### config.mk
export PLATFORM = sky130hd
export DESIGN_NAME = ifetch_flat
export DESIGN_NICKNAME = d
export VERILOG_FILES = /design/src/rtl/riscv_pkg.sv /design/src/rtl/ifetch_if.sv /design/src/rtl/fetch_fifo.sv /design/src/rtl/ifetch.sv /design/src/flat_wrapper.sv
export SDC_FILE = /design/constraint.sdc
export NUM_CORES = 1
export LEC_CHECK = 0
export ABC_AREA = 1
export ABC_CLOCK_PERIOD_IN_PS = 9110
export CORE_MARGIN = 5
export CORE_UTILIZATION = 60
export CTS_CLUSTER_DIAMETER = 30
export DETAILED_ROUTE_END_ITERATION = 12
export HOLD_SLACK_MARGIN = 0.08
export PLACE_DENSITY_LB_ADDON = 0.08
export SLEW_MARGIN = 20
export SYNTH_ARGS = -nofsm -noshare
export SYNTH_HDL_FRONTEND = slang
export SYNTH_HIERARCHICAL = 1
export SYNTH_SLANG_ARGS = --single-unit
### constraint.sdc
create_clock -name i_clk -period 9.11 [get_ports i_clk]
set_input_delay 0.911 -clock i_clk [delete_from_list [all_inputs] [get_ports i_clk]]
set_output_delay 0.911 -clock i_clk [all_outputs]
set_load 0.01 [all_outputs]
### src/rtl/riscv_pkg.sv
// Shared RV32I pipeline types and constants used by the fetch stage.
package riscv_pkg;

  localparam int unsigned XLEN = 32;
  localparam logic [XLEN-1:0] NOP_INSTR = 32'h0000_0013;

  typedef struct packed {
    logic [XLEN-1:0] pc;
    logic [XLEN-1:0] instr;
  } fetch_entry_t;

endpackage

### src/rtl/ifetch_if.sv
// Instruction-memory request/response bus (req/gnt, in-order rvalid).
interface ifetch_if;

  logic        req;
  logic [31:0] addr;
  logic        gnt;
  logic        rvalid;
  logic [31:0] rdata;

  modport master (output req, output addr, input gnt, input rvalid, input rdata);
  modport slave  (input req, input addr, output gnt, output rvalid, output rdata);

endinterface

### src/rtl/fetch_fifo.sv
// Synchronous FIFO of fetched {pc, instr} entries; flush beats push.
module fetch_fifo
  import riscv_pkg::*;
#(
  parameter int unsigned DEPTH = 4
) (
  input  logic                     clk_i,
  input  logic                     rst_i,
  input  logic                     push_i,
  input  logic                     pop_i,
  input  logic                     flush_i,
  input  fetch_entry_t             data_i,
  output fetch_entry_t             head_o,
  output logic [$clog2(DEPTH):0]   count_o,
  output logic                     empty_o
);

  localparam int unsigned AW = $clog2(DEPTH);

  fetch_entry_t        mem_q [DEPTH];
  logic [AW-1:0]       wr_ptr_q;
  logic [AW-1:0]       rd_ptr_q;
  logic [AW:0]         count_q;
  logic                do_pop;

  assign empty_o = (count_q == '0);
  assign count_o = count_q;
  assign head_o  = mem_q[rd_ptr_q];
  assign do_pop  = pop_i && !empty_o;

  always_ff @(posedge clk_i) begin
    if (push_i && !flush_i && !rst_i) begin
      mem_q[wr_ptr_q] <= data_i;
    end
  end

  always_ff @(posedge clk_i) begin
    if (rst_i || flush_i) begin
      wr_ptr_q <= '0;
      rd_ptr_q <= '0;
      count_q  <= '0;
    end else begin
      if (push_i) begin
        wr_ptr_q <= wr_ptr_q + 1'b1;
      end
      if (do_pop) begin
        rd_ptr_q <= rd_ptr_q + 1'b1;
      end
      case ({push_i, do_pop})
        2'b10:   count_q <= count_q + 1'b1;
        2'b01:   count_q <= count_q - 1'b1;
        default: count_q <= count_q;
      endcase
    end
  end

endmodule

### src/rtl/ifetch.sv
// RV32I fetch stage: PC, request credit, stale-response dropping and the
// fetch buffer feeding decode.
module ifetch
  import riscv_pkg::*;
#(
  parameter logic [31:0] RESET_PC        = 32'h0000_0000,
  parameter int unsigned FIFO_DEPTH      = 4,
  parameter int unsigned MAX_OUTSTANDING = 2
) (
  input  logic        i_clk,
  input  logic        i_rst,
  input  logic        i_stall_F,
  input  logic        i_pc_src_EX,
  input  logic [31:0] i_pc_target_EX,
  ifetch_if.master    imem,
  output logic        o_valid_F,
  output logic [31:0] o_instr_F,
  output logic [31:0] o_pc_F,
  output logic [31:0] o_pc_plus4_F
);

  localparam int unsigned OW = $clog2(MAX_OUTSTANDING + 1);
  localparam int unsigned CW = $clog2(FIFO_DEPTH) + 1;

  logic [31:0]   pc_q, pc_d;
  logic [31:0]   resp_pc_q, resp_pc_d;
  logic [OW-1:0] outstanding_q, outstanding_d;
  logic [OW-1:0] drop_q, drop_d;

  logic [CW-1:0] fifo_count;
  logic          fifo_empty;
  fetch_entry_t  fifo_head;
  fetch_entry_t  fifo_in;
  logic          pop;
  logic          push;
  logic          req;
  logic          fire;
  logic [31:0]   in_flight;
  logic [31:0]   redirect_pc;

  always_comb begin
    pop         = !fifo_empty && !i_stall_F;
    redirect_pc = i_pc_target_EX & ~32'h3;
    // Credit counts buffered plus outstanding words so a response always has a slot.
    in_flight   = 32'(fifo_count) + 32'(outstanding_q) - 32'(pop);
    req         = !i_rst && !i_pc_src_EX
                  && (32'(outstanding_q) < MAX_OUTSTANDING)
                  && (in_flight < FIFO_DEPTH);
    fire        = req && imem.gnt;

    outstanding_d = outstanding_q + OW'(fire) - OW'(imem.rvalid);
    push          = imem.rvalid && (drop_q == '0) && !i_pc_src_EX;
    fifo_in.pc    = resp_pc_q;
    fifo_in.instr = imem.rdata;

    pc_d      = pc_q;
    resp_pc_d = resp_pc_q;
    drop_d    = drop_q;
    if (i_pc_src_EX) begin
      pc_d      = redirect_pc;
      resp_pc_d = redirect_pc;
      drop_d    = outstanding_d;
    end else begin
      if (fire) begin
        pc_d = pc_q + 32'd4;
      end
      if (imem.rvalid) begin
        if (drop_q != '0) begin
          drop_d = drop_q - 1'b1;
        end else begin
          resp_pc_d = resp_pc_q + 32'd4;
        end
      end
    end
  end

  always_ff @(posedge i_clk) begin
    if (i_rst) begin
      pc_q          <= RESET_PC;
      resp_pc_q     <= RESET_PC;
      outstanding_q <= '0;
      drop_q        <= '0;
    end else begin
      pc_q          <= pc_d;
      resp_pc_q     <= resp_pc_d;
      outstanding_q <= outstanding_d;
      drop_q        <= drop_d;
    end
  end

  fetch_fifo #(
    .DEPTH (FIFO_DEPTH)
  ) u_fifo (
    .clk_i   (i_clk),
    .rst_i   (i_rst),
    .push_i  (push),
    .pop_i   (pop),
    .flush_i (i_pc_src_EX),
    .data_i  (fifo_in),
    .head_o  (fifo_head),
    .count_o (fifo_count),
    .empty_o (fifo_empty)
  );

  assign imem.req     = req;
  assign imem.addr    = pc_q;
  assign o_valid_F    = !fifo_empty;
  assign o_instr_F    = o_valid_F ? fifo_head.instr : NOP_INSTR;
  assign o_pc_F       = o_valid_F ? fifo_head.pc : 32'h0;
  assign o_pc_plus4_F = o_valid_F ? fifo_head.pc + 32'd4 : 32'h0;

endmodule

### src/flat_wrapper.sv
// flat-port wrapper written by rule: the top's interface ports become plain ports
module ifetch_flat import riscv_pkg::*;
#(
  parameter logic [31:0] RESET_PC        = 32'h0000_0000,
  parameter int unsigned FIFO_DEPTH      = 4,
  parameter int unsigned MAX_OUTSTANDING = 2
)
  (i_clk, i_rst, i_stall_F, i_pc_src_EX, i_pc_target_EX, o_valid_F, o_instr_F, o_pc_F, o_pc_plus4_F, imem_req, imem_addr, imem_gnt, imem_rvalid, imem_rdata);
  ifetch_if imem_i ();
  input  logic i_clk;
  input  logic i_rst;
  input  logic i_stall_F;
  input  logic i_pc_src_EX;
  input  logic [31:0] i_pc_target_EX;
  output logic o_valid_F;
  output logic [31:0] o_instr_F;
  output logic [31:0] o_pc_F;
  output logic [31:0] o_pc_plus4_F;
  output wire logic [$bits(imem_i.req)-1:0] imem_req;
  output wire logic [$bits(imem_i.addr)-1:0] imem_addr;
  input wire logic [$bits(imem_i.gnt)-1:0] imem_gnt;
  input wire logic [$bits(imem_i.rvalid)-1:0] imem_rvalid;
  input wire logic [$bits(imem_i.rdata)-1:0] imem_rdata;
  assign imem_req = imem_i.req;
  assign imem_addr = imem_i.addr;
  assign imem_i.gnt = imem_gnt;
  assign imem_i.rvalid = imem_rvalid;
  assign imem_i.rdata = imem_rdata;
  ifetch #(.RESET_PC(RESET_PC), .FIFO_DEPTH(FIFO_DEPTH), .MAX_OUTSTANDING(MAX_OUTSTANDING)) u_core (.i_clk(i_clk), .i_rst(i_rst), .i_stall_F(i_stall_F), .i_pc_src_EX(i_pc_src_EX), .i_pc_target_EX(i_pc_target_EX), .imem(imem_i), .o_valid_F(o_valid_F), .o_instr_F(o_instr_F), .o_pc_F(o_pc_F), .o_pc_plus4_F(o_pc_plus4_F));
endmodule
# ---- Word level (Yosys, flattened, before mapping)
# Memories as Yosys holds them, arrays and structs flattened. A register that Yosys moved wholly into a read port is not among the register bits.
# Cells that the tools add are included.
dict set report word_totals {
  reg_bits 75
  ram_bits 256
  in_bits 70
  output_inout_bits 130
  word_cells 70
  memories 1
}
# memory words word_bits read_ports rd_clocked_by_memory_dff write_ports line_no
set memory_table {}
lappend memory_table {u_core.u_fifo.mem_q 4 64 1 1 1 fetch_fifo.sv:20} ;# fetch_entry_t mem_q [DEPTH];
dict set report op_classes {
  addsub 12
  magnitude_cmp 2
  n_eq_ne 3
  mux 16
  bitwise 1
  reduce_logical 26
}
# cell n
set op_table {}
lappend op_table {{$mux W32} 8}
lappend op_table {{$add A32 B3 Y32 const B} 3}
lappend op_table {{$lt A32 B3 Y1 const B} 1}
lappend op_table {{$sub A32 B1 Y32} 1}
lappend op_table {{$logic_and A1 B1 Y1} 10}
lappend op_table {{$mux W2} 5}
lappend op_table {{$reduce_bool A2 Y1} 5}
lappend op_table {{$pmux W3 S2} 1}
lappend op_table {{$reduce_and A2 Y1} 3}
lappend op_table {{$add A2 B1 Y2 const B} 2}
lappend op_table {{$add A3 B2 Y4} 1}
lappend op_table {{$logic_not A1 Y1} 4}
lappend op_table {{$add A3 B1 Y3 const B} 1}
lappend op_table {{$logic_not A3 Y1} 1}
lappend op_table {{$sub A3 B1 Y3 const B} 1}
lappend op_table {{$add A2 B1 Y2} 1}
lappend op_table {{$eq A2 B1 Y1 const B} 1}
lappend op_table {{$eq A2 B2 Y1 const B} 1}
lappend op_table {{$logic_not A2 Y1} 1}
lappend op_table {{$lt A2 B2 Y1 const B} 1}
lappend op_table {{$mux W1} 2}
lappend op_table {{$ne A2 B2 Y1 const B} 1}
lappend op_table {{$reduce_or A2 Y1} 1}
lappend op_table {{$sub A2 B1 Y2} 1}
lappend op_table {{other kinds (3)} 3}

# ---- Depth between registers and ports, before layout
dict set report depth {
  ltp_word 10
  depth_mapped 21
  ltp_nobuf 19
}

# ---- Hierarchy
# Netlist, hierarchy kept.
# module n_inst cells_each area_each_um2 seq_area_each_um2
set modules_own_cells {}
lappend modules_own_cells {fetch_fifo 1 687 9972.1 7867.5}
lappend modules_own_cells {ifetch 1 1094 5909.4 1281.2}

# ---- Worst setup path before layout
# Ideal clock, no wire load.
dict set report synth_timing {
  path_type {input-to-reg}
  from {input port i_pc_src_EX}
  to {memory u_core/u_fifo/mem_q[0][0] in the netlist's numbering, enable pin}
  arrival_ps 4369
  required_time_ps 8623
  path_slack_ps 4255
  cell_stages 5
  cell_sequence {buf_6 nor2_1 clkbuf_1 nand2_1 nor2_1}
}
dict set report synth_between {
  elab_chain_cells 6
}
# element line_no
set synth_rtl {}
lappend synth_rtl {{start, declared} flat_wrapper.sv:13} ;# input logic i_pc_src_EX;
lappend synth_rtl {{$logic_not A1 Y1} ifetch.sv:52} ;# push = imem.rvalid && (drop_q == '0) && !i_pc_src_EX;
lappend synth_rtl {{$logic_and A1 B1 Y1} ifetch.sv:52}
lappend synth_rtl {{via u_core.push} ifetch.sv:35} ;# logic push;
lappend synth_rtl {{$logic_and A1 B1 Y1 (2 in series)} fetch_fifo.sv:32} ;# if (push_i && !flush_i && !rst_i) begin
lappend synth_rtl {{$mux W1} fetch_fifo.sv:32}
lappend synth_rtl {{$mux W1 (implied by the code)} fetch_fifo.sv:33} ;# mem_q[wr_ptr_q] <= data_i;
lappend synth_rtl {{end, declared} fetch_fifo.sv:20}
# The timed path passes the listed nets, and every way through them passes these cells.

==> impl_metrics.tcl <==
set metrics [dict create \
    outcome "complete, no violations" \
    final-setup-viol-count 0 \
    synth.area.top_cells "edfxtp_1 48%, dfxtp_1 9.2%, nor2_1 8.0%" \
    crit_family "buffers and inverters" \
    yosys_warnings 6 \
    place_congestion 0.9394 \
    cts.path.max_buffers 3 \
    syn_inst 1781 \
    slowest_stage "clkinv_1" \
    wl_um 41010 \
    cts_buffers 56 \
    cts_setup_buffers 0 \
    fmax_mhz 172.4 \
    hpwl_um 26050 \
    clkSinkCount 329 \
    min-delay-start "u_core/drop_q[0]$_SDFFE_PP0P_" \
    grt_util_all_layers_pct 26.35 \
    crit_path_max_fanout 65 \
    rrSetupSlack_ns 5.25 \
    port_buffers 195 \
    ctsHtreeMaxLevel 2 \
    clk_latency_ns 0.55 \
    cts-resized-gates 0 \
    drv_cap 0 \
    first_iter_violations 1289 \
    slew_viol_final 0 \
    syn_avg_cell_area_um2 8.917 \
    viasPerCell 5.596 \
    skew_ns 0.01249 \
    cp_common_cell "nand2_1" \
    num_vias 13207 \
    dr.pass1.iters 7 \
    worstHoldPathCells 1 \
    cellLeakagePower_nw 7.576 \
    period_share_pct 63.67 \
    hold_slack_ns 0.4960 \
    cts_hold_buf 0 \
    power.density_nw_per_um2 207.4 \
    wl_per_cell_um 17.38 \
    placed_cells 2257 \
    layout_common_cells "333 x nor2_1, 324 x nand2_1, 256 x edfxtp_1" \
    reg2reg_depth 20 \
    cp.required_ns 8.20 \
    route.detailed.drc 0 \
    layout_setup_ws_ns 3.310 \
    r2r-end "u_core/drop_q[1]$_SDFFE_PP0P_" \
    worstSetupEndpointType "output port" \
    netlist_area_um2 15880 \
    clkTransAtPathRegs_ns 0.05 \
    hold_end "u_core/drop_q[0]$_SDFFE_PP0P_" \
    ant_nets 0 \
    final.min_clock_period_ns 5.800 \
    path_cells "buf_4, clkinv_1, buf_4, o21ai_1, o22ai_1, ha_1, nand3_2, nor2_2, nand2_1, inv_1, nand2_1, nor2_1, nand2_1, nor2_1, nand2_1, nand2_1, nor2_1, clkdlybuf4s50_1" \
    finalNonFillerCells 2360 \
    worstPathArrival_ns 4.89 \
    hold_violations 0 \
    min-delay-path-class "flip-flop to flip-flop" \
    layout_commonest_cell "nor2_1" \
    syn_to_final_growth_pct 25.48 \
    path_class "flip-flop to output port" \
    yosys.area.top_type "edfxtp_1" \
    num-fill-cells 1873 \
    p_total_w 0.004132 \
    antenna_found_initial 0 \
    die_w_um 172.7 \
    coreArea_um2 26060 \
    die_h_um 172.7 \
    path_buf_inv 5 \
    irDropWorstVdd_v 0.0002048 \
    num_rows 59 \
    rsz0062_at_grt "no" \
    dp_slack_ns 3.838 \
    grt-ovfl-total 0 \
    crit-reg2reg-launch "u_core/u_fifo/count_o[1]$_SDFFE_PP0P_" \
    cts-root-buf "clkbuf_16" \
    antenna_cells 0 \
    cp-start-kind "flip-flop" \
    die_area_um2 29820 \
    cts_tree "yes" \
    seq_area_frac_synth_pct 57.61 \
    grt_pass1_wl_um 64630 \
    worst_pin_slew_ns 1.089 \
    drive_above_1_share_pct 6.568 \
    grt_max_degree 92 \
    ys_ff_latch 329 \
    yosys.area.top_type_share_pct 48.40 \
    ys_types 40 \
    final.setup.tns_ns 0 \
    io_pins 200 \
    finalNetCount 2067 \
    grt_pass1_vias 12799 \
    cpPeakStageDelay_ns 0.75 \
    slew_headroom_pct 27.35 \
    start_util_pct 60.94 \
]
==> per-stage QoR <==
step / instance area (µm²) / utilization [%]
after floorplan: 15920 / -
after global placement: 17960 / 68.91
after detailed placement: 17960 / 68.91
after CTS: 19930 / 76.47
after global routing: 19930 / 76.47
final: 19930 / 76.47
==> registers in the layout (all words and copies together), names as in the netlist, named ones only <==
name / cells
u_core/u_fifo/wr_ptr_q: 2
u_core/imem.addr: 30
u_core/u_fifo/mem_q: 256
u_core/resp_pc_q: 30
u_core/u_fifo/count_o: 3
u_core/outstanding_q: 2
u_core/u_fifo/rd_ptr_q: 2
u_core/drop_q: 2
==> report_power, final <==
part	leakage, nW	total [W]	switching (W)	internal [W]
logic	3.69	0.000281	0.000159	0.000123
clock network	0.942	0.00216	0.000716	0.00144
registers	2.95	0.00170	0.0000416	0.00165
total	7.58	0.00413	0.000917	0.00322
==> cells by family after synthesis <==
kind of cell | after synthesis | share of synthesized area, %
xor+xnor | 31 | 1.710
fa+ha+maj | 17 | 1.387
flops | 329 | 57.61
simple gates | 801 | 20.60
compound gates | 327 | 11.08
buf+inv | 275 | 7.595
other cells | 1 | 0.02361
==> synthesized netlist by cell type (all sizes together) <==
cell type  instances
dfxtp             73
xor2              27
o21a               1
fa                 1
nand4             14
o211ai             5
xnor2              4
o31ai              1
a31oi              9
o21bai             3
clkbuf            40
buf               36
nand3b             3
nand3             75
a22o               1
or2                4
nand2            326
a21oi             55
nor2             343
inv              198
conb               1
o21ai            186
edfxtp           256
nor3              36
ha                16
o22ai             66
clkinv             1
==> worst max path at each step <==
stage,startpoint,end,slack [ns],cells past startpoint
2_1_floorplan,i_pc_src_EX,u_core/u_fifo/mem_q[0][0]$_DFFE_PP_,4.25,5
3_3_place_gp,flip-flop,o_pc_plus4_F[24],3.87,18
3_5_place_dp,flip-flop,o_pc_plus4_F[24],3.84,18
4_1_cts,flip-flop,o_pc_plus4_F[24],3.25,18
5_1_grt,flip-flop,o_pc_plus4_F[27],2.96,12
6_report,flip-flop,o_pc_plus4_F[24],3.31,18
==> layer usage <==
| metal | vias up | track usage, % | part of all wire (%) |
|---|---|---|---|
| met2 | 653 | 44.27 | 48 |
| li1 | 6383 | - | - |
| met3 | 78 | 4.498 | 8.2 |
| met1 | 6093 | 34.49 | 41 |
| met5 | - | 0 | 0 |
| met4 | 0 | 10.15 | 3.0 |
==> layout make-up <==
type / instances / area, µm² / share of cell area [%]
clock inverter: 40 / 523.0 / 2.624
sequential: 329 / 9154 / 45.93
clock buffer: 63 / 1449 / 7.271
tap: 335 / 419.2 / 2.103
inverter: 199 / 748.2 / 3.755
multi-input combinational: 1186 / 5590 / 28.05
timing repair buffer: 208 / 2044 / 10.26
No activity file was read; power rests on OpenSTA's default activity.
==> RTL change, RTL diff (same settings) <==
`FIFO_DEPTH` is set to 4 in 2 places; all go to 2.
--- a/src/rtl/ifetch.sv
+++ b/src/rtl/ifetch.sv
@@ -6,3 +6,3 @@
   parameter logic [31:0] RESET_PC        = 32'h0000_0000,
-  parameter int unsigned FIFO_DEPTH      = 4,
+  parameter int unsigned FIFO_DEPTH      = 2,
   parameter int unsigned MAX_OUTSTANDING = 2
--- a/src/flat_wrapper.sv
+++ b/src/flat_wrapper.sv
@@ -4,3 +4,3 @@
   parameter logic [31:0] RESET_PC        = 32'h0000_0000,
-  parameter int unsigned FIFO_DEPTH      = 4,
+  parameter int unsigned FIFO_DEPTH      = 2,
   parameter int unsigned MAX_OUTSTANDING = 2
Check against the original RTL: not equivalent (a bounded check fails within 4 cycles, from zero or initial values and one cycle with i_rst high).
==> RTL change against the original RTL <==
  * Sequential cell count decreased by 132
  * Design area decreased by 31%
  * First-iteration DRC count decreased by 51%
  * Worst setup slack improved by 0.98 ns
  * Non-clock buffer count decreased by 6
  * Power decreased by 52%
  * Synthesized area decreased by 30%
  * Fmax increased by 20%
  * Utilization decreased by 0.69 points
  * Synthesized cell count decreased by 25%
  * Wire length decreased by 31%
  * Final cell count decreased by 26%
  * Critical path type unchanged
  * Largest cell class unchanged
==> RTL change: results (changes against the original RTL) <==
[worst_setup_path]
crit_path_start_kind=register
worstReg2RegStart=u_core/u_fifo/count_o[1]
path_max_fanout=57  ; -12%
reg2reg_depth=15  ; -25%
r2r_slack_ns=5.45  ; +0.20 ns
reg2reg_to=u_core/imem.addr[14]
arrival_ns=3.91  ; -0.98 ns

[clock_tree]
clk_latency_ns=0.44  ; -0.11 ns
clk_pin_slew_ns=0.08  ; +0.03 ns
cts_max_level=4  ; +2
cts_buffers=17  ; -70%
ctsLongestPathBuffers=2  ; -1

[route]
wl_met2_mm=13.5  ; -32%
wl_met1_mm=11.8  ; -29%
drt_iter0_markers=628  ; -51%
wirelength_mm=28.4  ; -31%
vias=9615  ; -27%
wl_per_cell_um=16.2  ; -6.7%
wl_met3_mm=2.14  ; -36%
drt_pass1_iterations=5  ; -2

[global_route]
track_usage_pct=26.4  ; +0.036 points
grt_pass1_vias=9242  ; -28%
met2_usage_pct=43.9  ; -0.33 points
grt_pass1_wl_mm=46.0  ; -29%
grt_use_met3_pct=5.05  ; +0.55 points
use_met1_pct=33.8  ; -0.70 points
grt_max_degree=66  ; -28%

[layout]
fin_area_sq_mm=0.0138  ; -31%
fill_cells=1344  ; -28%
drive_gt1_share_pct=9.72  ; +3.1 points
nNetsFinal=1591  ; -23%
largest_reg_flops=128  ; -50%

[synth]
synth_top_cells_by_area=edfxtp_1 34%, dfxtp_1 12%, nand2_1 10%, mux2_4 8.1%, nor2_1 7.7%
yosys.area_share.adder_pct=1.30  ; -0.086 points
synth_cells=1328  ; -25%
synth_compound_area_share_pct=6.32  ; -4.8 points
synth_xor_area_share_pct=2.12  ; +0.41 points
synth_ff_type=edfxtp_1
seq_area_frac_synth_pct=46.8  ; -11 points
synthMuxAreaShare_pct=8.48  ; +8.5 points
synth_enable_flop_cells=128  ; -50%
synth_cell_type_count=48  ; +20%
synth_common_cells=297 x nand2_1, 228 x nor2_1, 169 x inv_1

[power_and_ir_drop]
ir_drop_mv=0.153  ; -25%
p_leak_uw=0.00537  ; -29%
p_int_uw=1460  ; -55%

[place]
port-buffer-count=195  ; unchanged
gp_congestion=1.01  ; +7.3%
dp_hpwl_mm=20.6  ; -21%
placedCellCount=1720  ; -24%
place_ws_ns=4.77  ; +0.931 ns

[status]
status=complete, no violations

[sta]
hold_ws_ns=0.487  ; -0.00896 ns
skew_ns=0.0109  ; -0.00160 ns
tightest_slew_ns=1.04  ; -0.0500 ns

[hold_path]
min_path_cells=2  ; +1
hold_path.startpoint=u_core/drop_q[1]
min_to=u_core/drop_q[1]

==> RTL change: changes by cell type after synthesis, moves of 59 or more <==
cell      before  now
o21ai_1       59    0
o21ai_0      127   51
edfxtp_1     256  128
o22ai_1       66    1
nor2_1       337  228
mux2_4         0   60
==> RTL change: power by group through the flow <==
stage               combinational [uW]  sequential, uW  clock [uW]
finish                             243            1020         730
global route                       270            1020         776
CTS                                242            1020         742
detailed placement                 240            1040           0
global placement                   233            1040           0
floorplan                          137            1030           0
==> RTL change: worst max-delay path by stage <==
stage	slack, ns	cells after the start	endpoint
floorplan	2.56	5	u_core/u_fifo/mem_q[1][0]
global route	3.97	11	o_pc_plus4_F[18]
global placement	4.77	11	o_pc_plus4_F[18]
finish	4.29	11	o_pc_plus4_F[18]
detailed placement	4.77	11	o_pc_plus4_F[18]
CTS	4.27	11	o_pc_plus4_F[18]
==> RTL change: area by class of cell <==
cell class | instances | share of cell area (%)
flip-flops and latches | 197 | 38.0
multi-input cells | 917 | 36.3
repair buffers | 202 | 14.6
inverters | 175 | 4.79
clock buffers | 18 | 3.12
well taps | 229 | 2.08
clock inverters | 14 | 1.06
==> RTL change: critical path, stage by stage (launching register included) <==
cell             delay, ns
dfxtp_4               0.43
buf_4                 0.81
mux2_4                0.34
ha_1                  0.19
nand2_1               0.08
nor2_1                0.19
nand2_2               0.14
nor3_2                0.30
nand2_1               0.11
nor2_1                0.10
a2bb2oi_1             0.19
clkdlybuf4s50_1       0.56
==> RTL change: kinds of logic (layout without fill, tap and decap cells) <==
group / count (synthesis) / in the layout
and+or+nand+nor: 679 / 679
buffers and inverters: 219 / 409
DFF: 197 / 197
AOI/OAI and AO/OA: 130 / 130
muxes: 64 / 64
xor gates and xnor gates: 27 / 27
adders and majority gates: 11 / 11
other: 1 / 6
